===== config.mk =====
export PLATFORM = sky130hd
export DESIGN_NAME = conv_window_ctrl_flat
export DESIGN_NICKNAME = d
export VERILOG_FILES = /design/src/rtl/conv_window_ctrl_pkg.sv /design/src/rtl/conv_window_ctrl_if.sv /design/src/rtl/conv_window_ctrl_window_shift_3x3.sv /design/src/rtl/conv_window_ctrl.sv /design/src/flat_wrapper.sv
export SDC_FILE = /design/constraint.sdc
export NUM_CORES = 1
export LEC_CHECK = 0
export BUFFER_PORTS_ARGS = -buffer_cell sky130_fd_sc_hd__buf_4
export CORE_MARGIN = 3
export CORE_UTILIZATION = 38
export DETAILED_ROUTE_END_ITERATION = 8
export GPL_TIMING_DRIVEN = 0
export PLACE_DENSITY_LB_ADDON = 0.1
export SYNTH_ARGS = -nofsm -noshare
export SYNTH_HDL_FRONTEND = slang
export SYNTH_SLANG_ARGS = --single-unit

===== constraint.sdc =====
create_clock -name clk -period 6.5 [get_ports clk]
set_clock_uncertainty 0.1 [all_clocks]
set_input_delay 0.65 -clock clk [delete_from_list [all_inputs] [get_ports clk]]
set_output_delay 0.65 -clock clk [all_outputs]
set_load 0.02 [all_outputs]

===== src/rtl/conv_window_ctrl_pkg.sv =====
// conv_pkg: shared constants and helpers for the 3x3 convolution window
// controller.
//   PIX_W      - bits per pixel
//   WIN_K      - window edge length (3x3)
//   WIN_DATA_W - packed window width (WIN_K*WIN_K*PIX_W)
//   win_idx()  - pixel slot in the packed window, row-major, row 0 oldest
package conv_pkg;
  localparam int PIX_W      = 8;
  localparam int WIN_K      = 3;
  localparam int WIN_DATA_W = WIN_K * WIN_K * PIX_W;

  function automatic int win_idx(input int r, input int c);
    return WIN_K * r + c;
  endfunction
endpackage


===== src/rtl/conv_window_ctrl_if.sv =====
// conv_window_ctrl_if: pixel-in and window-out handshakes of the window
// controller.
//   in_valid/in_data/in_ready        - raster pixel stream (source -> ctrl)
//   win_valid/win_data/win_row/col   - 3x3 window stream (ctrl -> MAC array)
//   win_ready                        - downstream acceptance
//   win_first/win_last               - only when CONV_WIN_FLAGS_EN is defined
// Modports: master = source/sink side, slave = controller side.
//
// Handshake rule for both streams: a transfer happens on a rising clock edge
// where valid && ready; valid and its payload stay stable until that edge.
interface conv_window_ctrl_if
  import conv_pkg::*;
#(
  parameter int IMG_W = 32,
  parameter int IMG_H = 32,
  parameter int COL_W = $clog2(IMG_W),
  parameter int ROW_W = $clog2(IMG_H)
) ();
  logic                  in_valid;
  logic [PIX_W-1:0]      in_data;
  logic                  in_ready;
  logic                  win_valid;
  logic                  win_ready;
  logic [WIN_DATA_W-1:0] win_data;
  logic [ROW_W-1:0]      win_row;
  logic [COL_W-1:0]      win_col;
`ifdef CONV_WIN_FLAGS_EN
  logic                  win_first;
  logic                  win_last;

  modport master (
    output in_valid, in_data, win_ready,
    input  in_ready, win_valid, win_data, win_row, win_col, win_first, win_last
  );
  modport slave (
    input  in_valid, in_data, win_ready,
    output in_ready, win_valid, win_data, win_row, win_col, win_first, win_last
  );
`else
  modport master (
    output in_valid, in_data, win_ready,
    input  in_ready, win_valid, win_data, win_row, win_col
  );
  modport slave (
    input  in_valid, in_data, win_ready,
    output in_ready, win_valid, win_data, win_row, win_col
  );
`endif
endinterface


===== src/rtl/conv_window_ctrl_window_shift_3x3.sv =====
// window_shift_3x3: nine pixel registers forming the 3x3 window.
//   clk, rst    - clock, asynchronous active-high reset
//   i_shift     - shift the window one column left and load the new column
//   i_tap0..2   - new right column, row 0 (oldest) .. row 2 (current)
//   o_win       - packed window, slot win_idx(r,c) holds row r, column c
module window_shift_3x3
  import conv_pkg::*;
(
  input  logic                  clk,
  input  logic                  rst,
  input  logic                  i_shift,
  input  logic [PIX_W-1:0]      i_tap0,
  input  logic [PIX_W-1:0]      i_tap1,
  input  logic [PIX_W-1:0]      i_tap2,
  output logic [WIN_DATA_W-1:0] o_win
);
  logic [PIX_W-1:0] r_pix [WIN_K][WIN_K];
  logic [PIX_W-1:0] w_tap [WIN_K];

  assign w_tap[0] = i_tap0;
  assign w_tap[1] = i_tap1;
  assign w_tap[2] = i_tap2;

  always_ff @(posedge clk or posedge rst) begin
    if (rst) begin
      for (int r = 0; r < WIN_K; r++)
        for (int c = 0; c < WIN_K; c++)
          r_pix[r][c] <= '0;
    end else if (i_shift) begin
      for (int r = 0; r < WIN_K; r++) begin
        r_pix[r][0] <= r_pix[r][1];
        r_pix[r][1] <= r_pix[r][2];
        r_pix[r][2] <= w_tap[r];
      end
    end
  end

  always_comb begin
    o_win = '0;
    for (int r = 0; r < WIN_K; r++)
      for (int c = 0; c < WIN_K; c++)
        o_win[PIX_W*win_idx(r, c) +: PIX_W] = r_pix[r][c];
  end
endmodule


===== src/rtl/conv_window_ctrl.sv =====
// conv_window_ctrl: sequences two external line buffers and a 3x3 window
// over a raster pixel stream, one window per interior pixel position.
//   clk, rst    - clock, asynchronous active-high reset
//   clear       - synchronous frame abort (counters and pipeline flags)
//   lb_en       - enable for both line buffers (same cycle as the accept)
//   lb0_out     - line buffer 0 output (pixel one row up)
//   lb1_out     - line buffer 1 output (pixel two rows up)
//   frame_done  - one-cycle pulse after the last pixel of a frame shifts
//   bus         - pixel-in / window-out handshakes (slave modport)
// Optional: CONV_WIN_FLAGS_EN adds bus.win_first / bus.win_last.
module conv_window_ctrl
  import conv_pkg::*;
#(
  parameter int IMG_W = 32,
  parameter int IMG_H = 32,
  parameter int COL_W = $clog2(IMG_W),
  parameter int ROW_W = $clog2(IMG_H)
) (
  input  logic             clk,
  input  logic             rst,
  input  logic             clear,
  output logic             lb_en,
  input  logic [PIX_W-1:0] lb0_out,
  input  logic [PIX_W-1:0] lb1_out,
  output logic             frame_done,
  conv_window_ctrl_if.slave bus
);
  localparam logic [COL_W-1:0] COL_LAST = COL_W'(IMG_W - 1);
  localparam logic [ROW_W-1:0] ROW_LAST = ROW_W'(IMG_H - 1);
  localparam logic [COL_W-1:0] COL_TWO  = COL_W'(2);
  localparam logic [ROW_W-1:0] ROW_TWO  = ROW_W'(2);
  localparam logic [COL_W-1:0] COL_ONE  = COL_W'(1);
  localparam logic [ROW_W-1:0] ROW_ONE  = ROW_W'(1);

  logic             r_tap_vld;
  logic [PIX_W-1:0] r_cur_d;
  logic [ROW_W-1:0] r_row;
  logic [COL_W-1:0] r_col;
  logic             r_win_valid;
  logic [ROW_W-1:0] r_win_row;
  logic [COL_W-1:0] r_win_col;
  logic             r_frame_done;

  logic w_adv, w_accept, w_shift, w_col_last, w_row_last, w_win_hit;

  // Everything moves together unless a window is stalled downstream.
  assign w_adv      = !r_win_valid || bus.win_ready;
  assign w_accept   = bus.in_valid && w_adv;
  // The window must not absorb a column during a frame abort.
  assign w_shift    = r_tap_vld && w_adv && !clear;
  assign w_col_last = (r_col == COL_LAST);
  assign w_row_last = (r_row == ROW_LAST);
  // Rows 0/1 and columns 0/1 only prime the window; this also masks stale
  // line-buffer contents left from the previous frame.
  assign w_win_hit  = (r_row >= ROW_TWO) && (r_col >= COL_TWO);

  assign bus.in_ready  = w_adv;
  assign lb_en         = w_accept;
  assign bus.win_valid = r_win_valid;
  assign bus.win_row   = r_win_row;
  assign bus.win_col   = r_win_col;
  assign frame_done    = r_frame_done;

  always_ff @(posedge clk or posedge rst) begin
    if (rst) begin
      r_tap_vld    <= 1'b0;
      r_cur_d      <= '0;
      r_row        <= '0;
      r_col        <= '0;
      r_win_valid  <= 1'b0;
      r_win_row    <= '0;
      r_win_col    <= '0;
      r_frame_done <= 1'b0;
    end else begin
      r_frame_done <= w_shift && w_col_last && w_row_last;
      if (clear) begin
        r_tap_vld   <= 1'b0;
        r_row       <= '0;
        r_col       <= '0;
        r_win_valid <= 1'b0;
      end else begin
        if (w_accept) begin
          r_cur_d   <= bus.in_data;
          r_tap_vld <= 1'b1;
        end else if (w_adv) begin
          r_tap_vld <= 1'b0;
        end

        if (w_shift) begin
          r_win_valid <= w_win_hit;
          r_win_row   <= r_row - ROW_ONE;
          r_win_col   <= r_col - COL_ONE;
          if (w_col_last) begin
            r_col <= '0;
            r_row <= w_row_last ? '0 : r_row + ROW_ONE;
          end else begin
            r_col <= r_col + COL_ONE;
          end
        end else if (w_adv) begin
          r_win_valid <= 1'b0;
        end
      end
    end
  end

`ifdef CONV_WIN_FLAGS_EN
  logic r_win_first, r_win_last;

  // Registered alongside win_valid so the flags describe the window on the bus.
  always_ff @(posedge clk or posedge rst) begin
    if (rst) begin
      r_win_first <= 1'b0;
      r_win_last  <= 1'b0;
    end else if (clear) begin
      r_win_first <= 1'b0;
      r_win_last  <= 1'b0;
    end else if (w_shift) begin
      r_win_first <= (r_row == ROW_TWO) && (r_col == COL_TWO);
      r_win_last  <= w_row_last && w_col_last;
    end else if (w_adv) begin
      r_win_first <= 1'b0;
      r_win_last  <= 1'b0;
    end
  end

  assign bus.win_first = r_win_first;
  assign bus.win_last  = r_win_last;
`endif

  // Row 0 (oldest) comes from line buffer 1, row 2 is the current pixel.
  window_shift_3x3 u_win (
    .clk     (clk),
    .rst     (rst),
    .i_shift (w_shift),
    .i_tap0  (lb1_out),
    .i_tap1  (lb0_out),
    .i_tap2  (r_cur_d),
    .o_win   (bus.win_data)
  );
endmodule


===== src/flat_wrapper.sv =====
// flat-port wrapper written by rule: the top's interface ports become plain ports
module conv_window_ctrl_flat import conv_pkg::*;
#(
  parameter int IMG_W = 32,
  parameter int IMG_H = 32,
  parameter int COL_W = $clog2(IMG_W),
  parameter int ROW_W = $clog2(IMG_H)
)
  (clk, rst, clear, lb_en, lb0_out, lb1_out, frame_done, bus_in_valid, bus_in_data, bus_win_ready, bus_in_ready, bus_win_valid, bus_win_data, bus_win_row, bus_win_col);
  conv_window_ctrl_if #(.IMG_W(IMG_W), .IMG_H(IMG_H), .COL_W(COL_W), .ROW_W(ROW_W)) bus_i ();
  input  logic clk;
  input  logic rst;
  input  logic clear;
  output logic lb_en;
  input  logic [PIX_W-1:0] lb0_out;
  input  logic [PIX_W-1:0] lb1_out;
  output logic frame_done;
  input wire logic [$bits(bus_i.in_valid)-1:0] bus_in_valid;
  input wire logic [$bits(bus_i.in_data)-1:0] bus_in_data;
  input wire logic [$bits(bus_i.win_ready)-1:0] bus_win_ready;
  output wire logic [$bits(bus_i.in_ready)-1:0] bus_in_ready;
  output wire logic [$bits(bus_i.win_valid)-1:0] bus_win_valid;
  output wire logic [$bits(bus_i.win_data)-1:0] bus_win_data;
  output wire logic [$bits(bus_i.win_row)-1:0] bus_win_row;
  output wire logic [$bits(bus_i.win_col)-1:0] bus_win_col;
  assign bus_i.in_valid = bus_in_valid;
  assign bus_i.in_data = bus_in_data;
  assign bus_i.win_ready = bus_win_ready;
  assign bus_in_ready = bus_i.in_ready;
  assign bus_win_valid = bus_i.win_valid;
  assign bus_win_data = bus_i.win_data;
  assign bus_win_row = bus_i.win_row;
  assign bus_win_col = bus_i.win_col;
  conv_window_ctrl #(.IMG_W(IMG_W), .IMG_H(IMG_H), .COL_W(COL_W), .ROW_W(ROW_W)) u_core (.clk(clk), .rst(rst), .clear(clear), .lb_en(lb_en), .lb0_out(lb0_out), .lb1_out(lb1_out), .frame_done(frame_done), .bus(bus_i));
endmodule

# Yosys cells after proc, flatten, opt, wreduce, memory -nomap -nowiden
# Index checks and enable logic that the tools add are counted.
totals:
  elab_cells: 54
  in_bits: 29
  ram_bits: 0
  latchBits: 0
  romBits: 0
  regBits: 103
  mem_count: 0
  out_inout_bits: 86
classes:
  shifts: 0
  n_div: 0
  reduce_logical: 16
  n_mux: 12
  n_addsub: 4
  n_lt_le_gt_ge: 2
  eq_ne: 2
  mul: 0
  bitwise: 1
op_table:
  columns: ["cell", "count"]
  rows:
  - ["2-to-1 mux 5 bit", 7]
  - ["adder 5 x 1 -> 5 bit (second input constant)", 2]
  - ["== test 5 bit (second input constant)", 2]
  - [">= comparator 5 x 2 -> 1 bit (second input constant)", 2]
  - ["subtractor 5 x 1 -> 5 bit (second input constant)", 2]
  - ["logical AND 1 bit", 6]
  - ["AND reduction 2 bit", 3]
  - ["nonzero test 3 bit", 2]
  - ["2-to-1 mux 1 bit", 5]
  - ["nonzero test 2 bit", 2]
  - ["logical NOT 1 bit", 2]
  - ["logical OR 1 bit", 1]
  - ["NOT 1 bit", 1]

# Depth between registers and ports, before layout
# Gate-level depths: netlist of the first run.
logic_depth:
  word_depth: 6
  depth_mapped: 7

# Cells and area by module
# A second synthesis of the first run with hierarchy kept.
unflattened:
  hier_cells: 295
  area_unflattened_um2: 4533.1
by_module_without_submodules:
  columns: ["mod", "area_per_inst_um2", "instances", "seq_area_each_um2", "cells_each"]
  rows:
  - ["window_shift_3x3", 3030.4, 1, 1801.7, 153]
  - ["conv_window_ctrl", 1502.7, 1, 775.7, 142]

# Worst setup path after synthesis of the first run
# Ideal clock, no wire load.
synth_timing:
  path_kind: "register -> register"
  start: "register u_core.r_col[0]"
  end: "register u_core.r_col[2]"
  slack_ps: 4589
  setup_ps: 66
  arrival_time_ps: 1745
  stages_incl_launch_ff: 7
  synth_period_minus_slack_ps: 1911
  cell_sequence: "dfrtp_1 -> ha_1 -> and3_1 -> ha_1 -> a31oi_4 -> or4b_1 -> nand2_1"
synth_between:
  elab_chain_cells: 4
  elab_cells_between_ends: 5
  classes_between: "add/sub (1); eq/ne (1); mux (3)"
synth_lines:
  columns: ["element", "line_no", "text"]
  rows:
  - ["from (decl)", "conv_window_ctrl.sv:38", "logic [COL_W-1:0] r_col;"]
  - ["from (signal assigned)", "conv_window_ctrl.sv:97", "r_col <= r_col + COL_ONE;"]
  - ["adder 5 x 1 -> 5 bit / == test 5 bit (equally long branches)", "conv_window_ctrl.sv:97, conv_window_ctrl.sv:51", null]
  - ["2-to-1 mux 5 bit *", "conv_window_ctrl.sv:93", "if (w_col_last) begin"]
  - ["2-to-1 mux 5 bit *", "conv_window_ctrl.sv:89", "if (w_shift) begin"]
  - ["2-to-1 mux 5 bit *", "conv_window_ctrl.sv:76", "if (clear) begin"]
# Every way passes the cells marked *; elsewhere a longest branch is shown, timed or not. The select of a mux whose other input is x is not followed.
# A chain may end at the register's enable or synchronous reset.

# Final worst setup path of the first run
layout_timing:
  start: "register u_core.r_col[1]"
  end: "register u_core.r_col[2]"
# The elaborated chain is that of the path after synthesis.

==> results.json, run 1 <==
{
  "std_cell_rows": 37,
  "nNetsFinal": 594,
  "crit_path_end_kind": "flip-flop",
  "drive_gt1_share_pct": 28.47,
  "drtIter0Drc": 151,
  "place_hpwl_um": 6744,
  "synth_top_area_share_pct": 62.03,
  "synth_cell_types": 32,
  "maxSlewViolCount": 0,
  "hold_class": "input pin to asynchronous set/reset pin",
  "numPortBuffers": 114,
  "synth_nets": 468,
  "final_util_pct": 51.81,
  "grt_usage_pct": 16.36,
  "maxCapViolCount": 0,
  "fmax_mhz": 469.5,
  "yosys_most_used_dff": "dfrtp_1",
  "pre_cts_ws_ps": 4289,
  "initial_utilization_pct": 39.72,
  "first_global_vias": 3209,
  "finalCritPeriodShare_pct": 32.77,
  "arrival_ps": 2320,
  "tns_ps": 0,
  "cts_inserted_buffers": 9,
  "drt-total-wl_um": 9488,
  "fp.dieW_um": 110.6,
  "status": "completed",
  "grt-ovfl-total": 0,
  "cts-root-buf": "clkbuf_8",
  "fillCellCount": 1000,
  "setup_viol": 0,
  "numClockSinks": 103,
  "syn2layout_area_growth_pct": 30.44,
  "cts_resized": 0,
  "cts_tree": "built",
  "synth-seq-cells": 103,
  "final_common_cell": "nand2_1",
  "routedWlPerCell_um": 13.59,
  "ff2ff_setup_slack_ps": 4370,
  "holdBufCountCts": 0,
  "dp.cells": 682,
  "cts_setup_buffers": 0,
  "p_per_area_nw_per_um2": 314.7,
  "die_h_um": 110.6,
  "synth_edf_count": 0,
  "clkTransAtPathRegs_ps": 100,
  "htree_levels": 3,
  "power.leakage_nw": 2.991,
  "fin_ws_ps": 4370,
  "vias": 3191,
  "cts.path.max_buffers": 2,
  "die-area_um2": 12230,
  "vdd_drop_max_mv": 0.1494,
  "layout.cells.non_filler": 698,
  "worst-slew-pin-transition_ps": 500.6,
  "ant_nets": 0,
  "synth-async-reset-ratio_pct": 100.0,
  "rsz0062_at_grt": "false",
  "vias_per_cell": 4.572,
  "most-common-layout-cells": "nand2_1 (232), buf_4 (116), dfrtp_1 (103)",
  "grt_max_degree": 67,
  "critPathKind": "flip-flop to flip-flop",
  "drc_errors": 0,
  "synthCells": 431,
  "cp_max_fo": 8,
  "synth_seq_area_share_pct": 62.03,
  "slew_headroom_pct": 66.63,
  "yosysWarningCount": 0,
  "synth_area_leaders": "dfrtp_1 (62%), nand2_1 (21%), mux2_2 (2.4%)",
  "worstSetupStartpointType": "flip-flop",
  "dr.pass1.iters": 4,
  "cp_data_required_time_ps": 6690,
  "place_congestion": 0.7543,
  "fin_crit_ps": 2130,
  "antenna_cells": 0,
  "synth_area_um2": 4155,
  "syn_avg_cell_area_um2": 9.641,
  "hold_viol": 0,
  "io_pins": 115,
  "yosysTopAreaCell": "dfrtp_1",
  "fp.coreArea_um2": 10460,
  "grt_pass1_wl_um": 16590,
  "antenna_found_initial": 0,
  "clock_latency_ps": 360
}
logic make-up (layout without fill, tap and decap cells):
logic type | Yosys count | after routing | share of synthesized area [%]
AO/OA/AOI/OAI | 25 | 25 | 4.246
AND/OR/NAND/NOR | 251 | 251 | 24.00
flip-flops | 103 | 103 | 62.03
adder cells (fa/ha/maj) | 8 | 8 | 2.409
multiplexers | 9 | 9 | 2.439
XOR/XNOR | 8 | 8 | 1.686
buffers and inverters | 27 | 158 | 3.192
metal layers:
layer	track usage [%]	vias up	wire length, um
met5	0	-	0
met4	3.695	0	87
met3	4.603	9	559
met2	25.81	78	4459
met1	22.57	1497	4381
li1	-	1607	-
worst max-delay path, stage by stage, from the launching register on:
cell and delay (ps):
dfrtp_1 470, ha_1 230, and3_1 180, ha_1 260, a31oi_4 280, or4b_1 470, nand2_1 80
report_power, final:
group / total (mW) / switching, mW / internal [mW] / leakage, nW
sequential: 0.835 / 0.0819 / 0.753 / 1.32
combinational: 0.457 / 0.262 / 0.195 / 1.58
clock: 0.414 / 0.214 / 0.200 / 0.0988
stage by stage:
| stage | hold slack (ps) | instance area [um^2] | power [mW] |
|---|---|---|---|
| after detailed placement | 354.3 | 5211 | 1.315 |
| after global placement | 345.7 | 5181 | 1.302 |
| after CTS | 226.3 | 5420 | 1.731 |
| final | 221.4 | 5420 | 1.706 |
| after floorplan | 334.8 | 4155 | 1.078 |
| after global routing | 235.5 | 5420 | 1.808 |
cells in the mapped netlist (3+ instances only):
| master | n |
|---|---|
| a22o_1 | 5 |
| dfrtp_1 | 103 |
| ha_1 | 8 |
| buf_2 | 13 |
| and3_1 | 3 |
| xnor2_1 | 5 |
| xor2_1 | 3 |
| nor3_1 | 3 |
| nand2_1 | 232 |
| inv_1 | 7 |
| clkbuf_1 | 4 |
| mux2_2 | 9 |
| o21ai_0 | 11 |
layout make-up:
cell class / instances / area [um^2] / area share (%)
timing repair buffer: 115 / 883.3 / 16.30
inverter: 7 / 28.78 / 0.5309
multi-input combinational: 301 / 1445 / 26.66
sequential: 103 / 2577 / 47.55
clock inverter: 4 / 53.80 / 0.9926
buffer: 20 / 106.4 / 1.962
tap: 136 / 170.2 / 3.139
clock buffer: 12 / 155.1 / 2.862
worst paths after layout:
kind                                               startpoint                                 end  cells after the start
worst max register to register    u_core.r_col[1]$_DFFE_PP0P_         u_core.r_col[2]$_DFFE_PP0P_                      6
min in group clk                                   lb1_out[6]  u_core.u_win.o_win[22]$_DFFE_PP0P_                      3
worst min register to register  u_core.r_cur_d[2]$_DFFE_PP0P_  u_core.u_win.o_win[66]$_DFFE_PP0P_                      2
worst min-delay path                                      rst  u_core.u_win.o_win[16]$_DFFE_PP0P_                      2
max in group asynchronous                                 rst  u_core.u_win.o_win[65]$_DFFE_PP0P_                      3
worst max-delay path              u_core.r_col[1]$_DFFE_PP0P_         u_core.r_col[2]$_DFFE_PP0P_                      6
registers in the layout, indices dropped and copies added (netlist names):
register,count
u_core.u_win.o_win,72
u_core.bus.win_valid,1
u_core.frame_done,1
u_core.bus.win_row,5
u_core.r_cur_d,8
u_core.r_col,5
u_core.r_tap_vld,1
u_core.r_row,5
u_core.bus.win_col,5
Power figures use the tool's default switching activity.
==> run 2: changes to the inputs <==
==> constraint.sdc (replaced) <==
create_clock -name clk -period 2.1 [get_ports clk]
set_clock_uncertainty 0.1 [all_clocks]
set_input_delay 0.21 -clock clk [delete_from_list [all_inputs] [get_ports clk]]
set_output_delay 0.21 -clock clk [all_outputs]
set_load 0.02 [all_outputs]
==> run 2 against run 1 <==
Via count up 4.2%. Highest routed layer unchanged. Sequential power rose to 3.1 times the previous value. Maximum frequency up 9.6%. Design area up 4.8%. First-iteration DRC count up 11%. Flip-flop and latch count unchanged. Worst hold slack worse by 140 ps. Clock power rose to 2.8 times the previous value. Non-clock buffer count up 28.
==> results.json, run 2 (synthesized netlist as in run 1, its figures left out) <==
{
  "antenna_found_initial": 0,
  "final_common_cell": "nand2_1",
  "seq_area_um2": 2580,
  "maxSlewViolCount": 0,
  "cp_data_required_time_ps": 2300,
  "status": "completed",
  "seqPwrFrac_pct": 49.7,
  "vias": 3324,
  "grt_pass1_wl_um": 17080,
  "dp.cells": 683,
  "fp.dieW_um": 110.6,
  "ant_nets": 0,
  "finalCritPeriodShare_pct": 92.58,
  "numPortBuffers": 114,
  "multi_input_area_um2": 1448,
  "cts.path.max_buffers": 2,
  "clock_latency_ps": 360,
  "crit_slowest_cell": "dfrtp_2",
  "rsz0062_at_grt": "false",
  "p_per_area_nw_per_um2": 918.3,
  "p_comb_share_pct": 28.0,
  "critPathKind": "flip-flop to flip-flop",
  "dr.pass1.iters": 4,
  "intPower_mw": 3.442,
  "pwr-share-clk_pct": 22.3,
  "fp.coreArea_um2": 10460,
  "crit_path_end_kind": "flip-flop",
  "setup_viol": 0,
  "worstSetupStartpointType": "flip-flop",
  "nNetsFinal": 622,
  "critPathBufInv": 0,
  "path_delay_family": "simple AND/OR/NAND/NOR gates",
  "std_cell_rows": 37,
  "switchingPower_mw": 1.772,
  "io_pins": 115,
  "drive_gt1_share_pct": 27.97,
  "clkTransAtPathRegs_ps": 100,
  "cts_tree": "built",
  "most-common-layout-cells": "nand2_1 (232), buf_4 (117), dfrtp_1 (101)",
  "die_h_um": 110.6,
  "slew_headroom_pct": 56.63,
  "place_hpwl_um": 6968,
  "numClockSinks": 103,
  "arrival_ps": 2140,
  "cts-root-buf": "clkbuf_8",
  "drt-total-wl_um": 9975,
  "cts_inserted_buffers": 9,
  "hold_class": "input pin to flip-flop",
  "cpPeakStageDelay_ps": 460,
  "antenna_cells": 0,
  "grt-ovfl-total": 0,
  "grt_max_degree": 42,
  "place_congestion": 0.7583,
  "cp_cell_sequence": "ha_1, and3_1, ha_2, a31oi_4, or4b_1, nand2_1",
  "htree_levels": 3,
  "routedWlPerCell_um": 13.74,
  "switching_share_pct": 33.98,
  "vias_per_cell": 4.579,
  "grt_usage_pct": 17.01,
  "worst-slew-pin-transition_ps": 649.2,
  "drtIter0Drc": 167,
  "syn2layout_area_growth_pct": 36.65,
  "first_global_vias": 3407,
  "hold_viol": 0,
  "cp_max_fo": 7,
  "fmax_mhz": 514.3,
  "total_power_mw": 5.214,
  "fin_crit_ps": 1944,
  "maxCapViolCount": 0,
  "die-area_um2": 12230,
  "fillCellCount": 1011,
  "layout.cells.non_filler": 726,
  "power.leakage_nw": 3.091,
  "vdd_drop_max_mv": 0.5293,
  "initial_utilization_pct": 39.72,
  "largest_reg_flops": 72,
  "drc_errors": 0,
  "final_util_pct": 54.27
}
==> run 2: changes by cell type in the layout (fill, tap and decap cells not counted), sizes merged <==
cell / previous run / this run
dlygate4sd3: 0 / 26
buf: 131 / 133
clkbuf: 16 / 15
bufinv: 1 / 0
clkinv: 1 / 2
inv: 7 / 8
==> run 2: final cells by class <==
cell class	instances	share of cell area, %
inverter	7	0.5289
clock buffer	11	2.490
sequential	103	45.44
timing repair buffer	143	20.49
clock inverter	5	0.6831
tap	136	2.997
buffer	20	1.873
multi-input combinational	301	25.50
==> run 2: final timing paths <==
kind,startpoint,to,slack (ps),cells after the start
worst max-delay path,u_core.r_col[0]$_DFFE_PP0P_,u_core.r_col[2]$_DFFE_PP0P_,160,6
worst min-delay path,bus_in_valid,u_core.r_tap_vld$_DFFE_PP0P_,80,3
worst max register to register,u_core.r_col[0]$_DFFE_PP0P_,u_core.r_col[2]$_DFFE_PP0P_,160,6
worst min register to register,u_core.r_cur_d[7]$_DFFE_PP0P_,u_core.u_win.o_win[71]$_DFFE_PP0P_,370,2
max in group asynchronous,rst,u_core.u_win.o_win[50]$_DFFE_PP0P_,890,4
min in group asynchronous,rst,u_core.bus.win_row[4]$_DFFE_PP0P_,390,3
==> run 2: repair_timing <==
item | 4_1_cts | 5_1_grt
endpoints found under the setup margin | 1 | 1
pin swaps | 1 | 0
resized for setup | 0 | 3
setup buffers | 1 | 0
endpoints found under the hold margin | 52 | 0
hold buffers | 26 | 0
==> run 2: layer usage <==
| metal | share of wire (%) | global-route usage (%) |
|---|---|---|
| met1 | 46 | 22.86 |
| met2 | 48 | 27.79 |
| met3 | 4.3 | 4.055 |
| met4 | 1.4 | 4.433 |
| met5 | 0 | 0 |
==> run 2: tightest hold or removal path, stage by stage <==
cell	delay (ps)
buf_4	80
nand2_1	80
o22ai_1	130
==> run 2: through the flow <==
| step | instance area, um^2 | setup WS, ps | hold slack [ps] | setup TNS [ps] |
|---|---|---|---|---|
| 2_1_floorplan | 4159 | 189.4 | 173.1 | 0 |
| 3_3_place_gp | 5185 | -160.5 | 299.6 | -16090 |
| 3_5_place_dp | 5225 | 16.91 | 246.2 | 0 |
| 4_1_cts | 5673 | 65.64 | 66.22 | 0 |
| 5_1_grt | 5678 | 63.36 | 90.54 | 0 |
| 6_report | 5678 | 155.7 | 82.95 | 0 |
==> run 2: power groups by stage <==
stage          registers (mW)  clock network [mW]  logic, mW
3_3_place_gp             2.62                   0       1.41
6_report                 2.59                1.16       1.46
4_1_cts                  2.60                1.21       1.49
2_1_floorplan            2.98                   0      0.353
3_5_place_dp             2.63                   0       1.45
5_1_grt                  2.65                1.30       1.59
==> run 3: changes to the inputs <==
--- a/config.mk
+++ b/config.mk
@@ -6,11 +6,14 @@
 export NUM_CORES = 1
 export LEC_CHECK = 0
 export BUFFER_PORTS_ARGS = -buffer_cell sky130_fd_sc_hd__buf_4
+export CELL_PAD_IN_SITES_DETAIL_PLACEMENT = 0
+export CELL_PAD_IN_SITES_GLOBAL_PLACEMENT = 1
 export CORE_MARGIN = 3
 export CORE_UTILIZATION = 38
 export DETAILED_ROUTE_END_ITERATION = 8
 export GPL_TIMING_DRIVEN = 0
 export PLACE_DENSITY_LB_ADDON = 0.1
+export SKIP_LAST_GASP = 1
 export SYNTH_ARGS = -nofsm -noshare
 export SYNTH_HDL_FRONTEND = slang
 export SYNTH_SLANG_ARGS = --single-unit
==> run 3 against run 2 <==
Worst setup slack worse by 23 ps. Sequential power about the same. Global-route usage down 0.24 points. Non-clock buffer count unchanged. Flip-flop and latch count unchanged. Clock power up 5%. Critical path depth unchanged. Sequential share of layout area about the same. Register-to-register slack worse by 20 ps. Combinational power about the same. Maximum frequency down 1.1%. Via count up 0.45%. Critical endpoint unchanged. Largest cell class unchanged. Highest routed layer unchanged.
==> results.json, run 3 (synthesized netlist as in run 1, its figures left out) <==
{
  "fin_hold_ws_ps": 100.1,
  "antenna_cells": 0,
  "nNetsFinal": 622,
  "cts_tree": "built",
  "stdcell_area_um2": 5684,
  "hold_class": "input pin to flip-flop",
  "drive_gt1_share_pct": 27.72,
  "hold_viol": 0,
  "place_congestion": 0.7755,
  "rr_startpoint": "u_core.r_col[0]$_DFFE_PP0P_",
  "grt_max_degree": 42,
  "antenna_found_initial": 0,
  "place_hpwl_um": 6951,
  "cts_inserted_buffers": 9,
  "cp_data_required_time_ps": 2290,
  "total_power_mw": 5.268,
  "vias": 3339,
  "first_global_vias": 3419,
  "maxCapViolCount": 0,
  "fin_crit_ps": 1967,
  "htree_levels": 3,
  "io_pins": 115,
  "crit_path_end": "u_core.r_col[2]$_DFFE_PP0P_",
  "critPathKind": "flip-flop to flip-flop",
  "fmax_mhz": 508.4,
  "largest_reg_flops": 72,
  "cts.path.max_buffers": 2,
  "grt-ovfl-total": 0,
  "clkTransAtPathRegs_ps": 90,
  "worst-slew-pin-transition_ps": 761.4,
  "arrival_ps": 2160,
  "drt-total-wl_um": 9900,
  "maxSlewViolCount": 0,
  "vdd_drop_max_mv": 0.4044,
  "p_per_area_nw_per_um2": 926.8,
  "drc_errors": 0,
  "routedWlPerCell_um": 13.67,
  "crit_path_end_kind": "flip-flop",
  "die_h_um": 110.6,
  "rsz0062_at_grt": "false",
  "drtIter0Drc": 115,
  "most-common-layout-cells": "nand2_1 (232), buf_4 (117), dfrtp_1 (101)",
  "crit_slowest_cell": "dfrtp_2",
  "grt_usage_pct": 16.77,
  "fp.coreArea_um2": 10460,
  "fp.dieW_um": 110.6,
  "vias_per_cell": 4.612,
  "cpPeakStageDelay_ps": 460,
  "std_cell_rows": 37,
  "cp_max_fo": 7,
  "dr.pass1.iters": 4,
  "finalCritPeriodShare_pct": 93.66,
  "placed_area_um2": 5225,
  "final_common_cell": "nand2_1",
  "setup_viol": 0,
  "pre_cts_ws_ps": 14.12,
  "grt_pass1_wl_um": 16920,
  "critical_path.startpoint": "u_core.r_col[0]$_DFFE_PP0P_",
  "r2r_end": "u_core.r_col[2]$_DFFE_PP0P_",
  "clock_latency_ps": 350,
  "slew_headroom_pct": 49.13,
  "die-area_um2": 12230,
  "status": "completed",
  "cp_cell_sequence": "ha_1, and3_1, ha_2, a31oi_4, or4b_1, nand2_1",
  "r2r_cells": 6,
  "initial_utilization_pct": 39.72,
  "fin_ws_ps": 133.2,
  "numClockSinks": 103,
  "ff2ff_setup_slack_ps": 130,
  "numPortBuffers": 114,
  "ant_nets": 0,
  "cts-root-buf": "clkbuf_8",
  "power.leakage_nw": 3.089,
  "worstSetupStartpointType": "flip-flop",
  "syn2layout_area_growth_pct": 36.80
}
run 3: metal layers:
metal	global-route usage, %	wire length (um)
met5	0	0
met4	5.090	127
met3	4.384	547
met2	27.31	4819
met1	22.05	4406
run 3: what timing repair did:
item	CTS	global route
endpoints found under the hold margin	58	0
buffers inserted	1	0
gates resized for setup	0	3
hold buffers	26	0
setup endpoints to repair	1	1
pin swaps	1	0
run 3: report_power, final:
part | internal [mW] | switching, mW
logic | 0.638 | 0.829
registers | 2.33 | 0.247
clock network | 0.573 | 0.650
run 3: worst max-delay path: cells and delay by family, from the launching register on:
family / cells / cell delay (ps)
DFF: 1 / 460
adders and majority gates: 2 / 430
and+or+nand+nor: 3 / 720
AOI/OAI and AO/OA: 1 / 200
run 3: worst min path at each step:
stage | startpoint | endpoint | slack (ps) | cells after the start
after global placement | lb0_out[2] | u_core.u_win.o_win[42]$_DFFE_PP0P_ | 300 | 3
final | bus_in_valid | u_core.r_tap_vld$_DFFE_PP0P_ | 100 | 3
after detailed placement | rst | u_core.bus.win_col[4]$_DFFE_PP0P_ | 280 | 2
after CTS | bus_in_valid | u_core.r_tap_vld$_DFFE_PP0P_ | 80 | 3
after global routing | bus_in_valid | u_core.r_tap_vld$_DFFE_PP0P_ | 120 | 3
after floorplan | clear | u_core.bus.win_valid$_DFFE_PP0P_ | 170 | 1
run 3: cell type report:
class                      count  area, um^2
multi-input combinational    301        1448
clock buffer                  11       141.4
timing repair buffer         143        1164
inverter                       7       30.03
buffer                        20       106.4
clock inverter                 3       45.04
fill                         997        4778
sequential                   103        2580
tap                          136       170.2
run 3: stage by stage:
step | setup TNS [ps] | utilization (%) | std cells
global placement | -20060 | 49.56 | 681
CTS | 0 | 54.28 | 724
finish | 0 | 54.33 | 724
global route | 0 | 54.33 | 724
floorplan | 0 | - | 431
detailed placement | 0 | 49.94 | 683
